==> config.mk <==
export PLATFORM = sky130hd
export DESIGN_NAME = dac_spi_tx
export DESIGN_NICKNAME = d
export VERILOG_FILES = /design/src/rtl/dac_spi_tx.sv
export SDC_FILE = /design/constraint.sdc
export NUM_CORES = 1
export LEC_CHECK = 0
export CAP_MARGIN = 30
export CORE_MARGIN = 8
export CORE_UTILIZATION = 40
export DETAILED_ROUTE_END_ITERATION = 6
export PLACE_DENSITY = 0.68
export SYNTH_ARGS = -nofsm -noshare
export SYNTH_HDL_FRONTEND = slang
export SYNTH_SLANG_ARGS = --single-unit
==> constraint.sdc <==
create_clock -name clk_i -period 2.5 [get_ports clk_i]
set_input_delay 0.5 -clock clk_i [delete_from_list [all_inputs] [get_ports clk_i]]
set_output_delay 0.5 -clock clk_i [all_outputs]
set_load 0.005 [all_outputs]
==> src/rtl/dac_spi_tx.sv <==
// dac_spi_tx: samples a 12-bit audio bus at a fixed rate and ships each sample to an MCP4921-style SPI DAC
module dac_spi_tx #(
    parameter int          CLK_DIV    = 4,
    parameter int          SAMPLE_DIV = 2268,
    parameter logic [3:0]  CONFIG     = 4'b0011
) (
    input  logic        clk_i,
    input  logic        rst_ni,
    input  logic [11:0] audio_i,
    input  logic        ena_i,
    output logic        sck_o,
    output logic        mosi_o,
    output logic        cs_n_o,
    output logic        ldac_n_o,
    output logic        busy_o,
    output logic        sample_strobe_o,
    output logic        overrun_o
);
    localparam int TW = SAMPLE_DIV > 1 ? $clog2(SAMPLE_DIV) : 1;
    localparam int HW = CLK_DIV > 1 ? $clog2(CLK_DIV) : 1;

    typedef enum logic [2:0] {IDLE, SETUP, SHIFT, HOLD, LDAC} state_t;

    state_t        state_q;
    logic [TW-1:0] timer_q, timer_d;
    logic [HW-1:0] hcnt_q, hcnt_d;
    logic [15:0]   shreg_q;
    logic [3:0]    bitcnt_q;
    logic          sck_q, mosi_q, cs_n_q, ldac_n_q, busy_q, strobe_q, ovr_q;
    logic          tick, step;

    // sample tick and SCK half-period step, plus their wrapping next values
    always_comb begin
        tick    = timer_q == TW'(SAMPLE_DIV - 1);
        step    = hcnt_q == HW'(CLK_DIV - 1);
        timer_d = tick ? '0 : timer_q + 1'b1;
        hcnt_d  = step ? '0 : hcnt_q + 1'b1;
    end

    // free-running sample timer, independent of ena and FSM state
    always_ff @(posedge clk_i or negedge rst_ni) begin
        if (!rst_ni) timer_q <= '0;
        else         timer_q <= timer_d;
    end

    // frame sequencer: every non-IDLE state advances once per SCK half-period
    always_ff @(posedge clk_i or negedge rst_ni) begin
        if (!rst_ni) begin
            state_q  <= IDLE;
            hcnt_q   <= '0;
            shreg_q  <= '0;
            bitcnt_q <= '0;
            sck_q    <= 1'b0;
            mosi_q   <= 1'b0;
            cs_n_q   <= 1'b1;
            ldac_n_q <= 1'b1;
            busy_q   <= 1'b0;
            strobe_q <= 1'b0;
            ovr_q    <= 1'b0;
        end else begin
            strobe_q <= 1'b0;
            if (tick && state_q != IDLE) ovr_q <= 1'b1;
            if (state_q == IDLE) begin
                if (tick && ena_i) begin
                    shreg_q  <= {CONFIG, audio_i};
                    mosi_q   <= CONFIG[3];
                    cs_n_q   <= 1'b0;
                    strobe_q <= 1'b1;
                    busy_q   <= 1'b1;
                    hcnt_q   <= '0;
                    state_q  <= SETUP;
                end
            end else begin
                hcnt_q <= hcnt_d;
                if (step) begin
                    case (state_q)
                        SETUP: begin
                            sck_q    <= 1'b1;
                            bitcnt_q <= '0;
                            state_q  <= SHIFT;
                        end
                        SHIFT: begin
                            if (sck_q) begin
                                sck_q   <= 1'b0;
                                shreg_q <= shreg_q << 1;
                                mosi_q  <= shreg_q[14];
                            end else if (bitcnt_q == 4'd15) begin
                                state_q <= HOLD;
                            end else begin
                                sck_q    <= 1'b1;
                                bitcnt_q <= bitcnt_q + 4'd1;
                            end
                        end
                        HOLD: begin
                            cs_n_q   <= 1'b1;
                            ldac_n_q <= 1'b0;
                            state_q  <= LDAC;
                        end
                        default: begin
                            ldac_n_q <= 1'b1;
                            mosi_q   <= 1'b0;
                            busy_q   <= 1'b0;
                            state_q  <= IDLE;
                        end
                    endcase
                end
            end
        end
    end

    assign sck_o           = sck_q;
    assign mosi_o          = mosi_q;
    assign cs_n_o          = cs_n_q;
    assign ldac_n_o        = ldac_n_q;
    assign busy_o          = busy_q;
    assign sample_strobe_o = strobe_q;
    assign overrun_o       = ovr_q;
endmodule

==> results.ini <==
[global_route]
grt_overflow_total = 0
grt_use_total = 0.113
grt_max_degree = 44
grt_pass1_vias = 1519
grt_pass1_wl_um = 6770
antenna_found_initial = 0

[finish]
drive_gt1_frac = 0.185
num_antenna_cells = 0
finalInstanceArea_mm2 = 0.00253
num-fill-cells = 476
nets = 250
area_growth_pct = 22.4
fin_cells = 302

[cts]
worstSkewPairLatency_ns = 0.29
cts-buffers-inserted = 5
cts-root-buf = clkbuf_8
cts_resized = 0
postCtsHoldBufs = 0
clock-sinks = 43
cts_buffer_depth = 2
tritoncts = done
clkSlewWorstSetupHoldPaths_ns = 0.07
cts_setup_buffers = 0
cts_max_level = 2

[drt]
drt_iter0_drc = 66
firstDrtPassIters = 4
routed_wl_um = 3870
dr_total_vias = 1489
routedWlPerCell_um = 12.8
viasPerCell = 4.93
drtAntennaViolNets = 0
route.detailed.drc = 0

[job]
maxCapViolCount = 0

[sta]
whs_ns = 0.174
setup_slack_ns = 0.102
finalHoldViolations = 0
relSlewSlack = 0.751
rsz0062_at_grt = no
slew_viol_final = 0
fin_crit_ns = 2.40
worstMarginPinSlew_ns = 0.370
max_clock_freq_mhz = 417
setup_violations = 0
fin_worst_skew_ns = 0.00413
fin_crit_sh = 0.959

[pwr]
power_density_mw_per_mm2 = 490
p_comb_frac = 0.031
p_seq_frac = 0.560
p_sw_w = 0.000232
ir_worst_vdd_v = 0.000323
internal-power_w = 0.00101
p_leak_nw = 1.14
clockPowerShare = 0.410
p_sw_frac = 0.187
p_total_w = 0.00124

[logic_synthesis]
syn_inst = 199
synth_edf_count = 0
ys_async_sr_fraction = 1.00
syn_area_per_cell_um2 = 10.4
synth-main-ff-cell = dfrtp_1
ys_types = 40
synth_warnings = 0
synth_seq_cells = 43
syn_nets = 217
synth_seq_area_share = 0.521
synth_area_mm2 = 0.00207

[critical_path]
cp.arrival_ns = 2.58
start_kind = input pin
end_kind = flop
critPathKind = in -> reg
r2r_cells = 5
crit_required_ns = 2.68
worstPathMaxFanout = 13
r2r_slack_ns = 0.19

[floorplanning]
initial_core_util = 0.411
die_area_mm2 = 0.00774
die_h_um = 88.0
rows = 26
die_w_um = 88.0
design.core.area_mm2 = 0.00504
num_io_pins = 22

[status]
status = finished, final reports clean

[placed_design]
port_buffers = 21
place_inst = 294
post_dp_cell_area_mm2 = 0.00241
hpwl_um = 2780
gp_congestion = 0.802
post-place-ws_ns = -0.221

[hold_path]
hp-class = in -> async

## flip-flops by register name, indices dropped and copies added, names as in the netlist
| register | flops |
|---|---|
| sck_o | 1 |
| ldac_n_o | 1 |
| sample_strobe_o | 1 |
| busy_o | 1 |
| overrun_o | 1 |
| hcnt_q | 2 |
| timer_q | 12 |
| cs_n_o | 1 |
| bitcnt_q | 4 |
| mosi_o | 1 |
| state_q | 3 |
| shreg_q | 15 |
## logic make-up after synthesis
kind of cell | count (synthesis) | share of synthesized area
and+or+nand+nor | 90 | 0.215
DFF | 43 | 0.521
AOI/OAI and AO/OA | 27 | 0.0894
muxes | 15 | 0.0912
buffers and inverters | 13 | 0.0314
xor gates and xnor gates | 8 | 0.0338
adders and majority gates | 3 | 0.0181
## per-stage QoR
step | TNS (ns) | util
3_5_place_dp | -2.47 | 0.478
6_report | 0 | 0.503
4_1_cts | 0 | 0.499
5_1_grt | 0 | 0.503
2_1_floorplan | 0 | -
3_3_place_gp | -1.99 | 0.478
## worst paths after layout
| check | start | end |
|---|---|---|
| max in group asynchronous | rst_ni | cs_n_o |
| setup / recovery | ena_i | shreg_q[4] |
| min in group clk_i | timer_q[0] | timer_q[0] |
| hold reg to reg | timer_q[0] | timer_q[0] |
| hold / removal | rst_ni | sample_strobe_o |
| setup reg to reg | timer_q[5] | shreg_q[4] |
## worst max-delay path: stages
cell	delay (ns)
clkdlybuf4s50_1	0.48
or4bb_1	0.48
or4_4	0.46
a21oi_4	0.16
buf_12	0.16
mux2_2	0.34
## area by class of cell
| type | instances | area, um2 | share of cell area |
|---|---|---|---|
| multi-input cells | 143 | 927 | 0.366 |
| clock inverters | 1 | 30.0 | 0.0118 |
| flip-flops and latches | 43 | 1080 | 0.425 |
| inverters | 7 | 26.3 | 0.0104 |
| well taps | 70 | 87.6 | 0.0346 |
| repair buffers | 32 | 313 | 0.123 |
| clock buffers | 6 | 72.6 | 0.0286 |
## layout by cell type (no fill, tap or decap), drive strengths merged, types with 4 or more instances in the layout
cell type      Yosys  layout
nand2             42      42
dfrtp             41      41
clkdlybuf4s50      0      20
mux2              13      13
buf                1      12
nand3             10      10
nor2              10      10
o21ai             10      10
inv                7       7
and3               6       6
a21oi              6       6
clkbuf             5       6
xor2               5       5
nand2b             4       4
## power groups by stage
stage | clock network, W | registers, W | logic, W
floorplan | 0 | 0.000709 | 0.000000423
global placement | 0 | 0.000709 | 0.0000356
detailed placement | 0 | 0.000709 | 0.0000357
CTS | 0.000529 | 0.000695 | 0.0000357
global route | 0.000559 | 0.000695 | 0.0000428
finish | 0.000509 | 0.000695 | 0.0000380
## synthesized netlist by cell type (2+ instances only)
master,count,share of area
nand2_1,42,0.076
dfrtp_1,41,0.50
nand3_1,10,0.024
nor2_1,10,0.018
o21ai_0,10,0.024
inv_1,7,0.013
mux2_2,7,0.038
and3_1,6,0.018
mux2_4,6,0.044
a21oi_1,5,0.012
clkbuf_1,5,0.0091
xor2_1,5,0.021
nand2b_1,4,0.012
ha_1,3,0.018
nor2b_1,3,0.0091
nor3_1,3,0.0072
xnor2_1,3,0.013
a21boi_0,2,0.0072
a31o_2,2,0.0085
dfstp_2,2,0.025
mux2i_1,2,0.0097
o32a_2,2,0.011
or3_1,2,0.0060
## metal layers
layer  vias up  share of wire  GRT usage
met5         -              0          0
met4         0          0.017     0.0516
met3         8          0.044     0.0328
met2        16           0.46      0.181
met1       714           0.48      0.136
li1        751              -          -
Note: power is estimated with default switching activity, not from simulation.
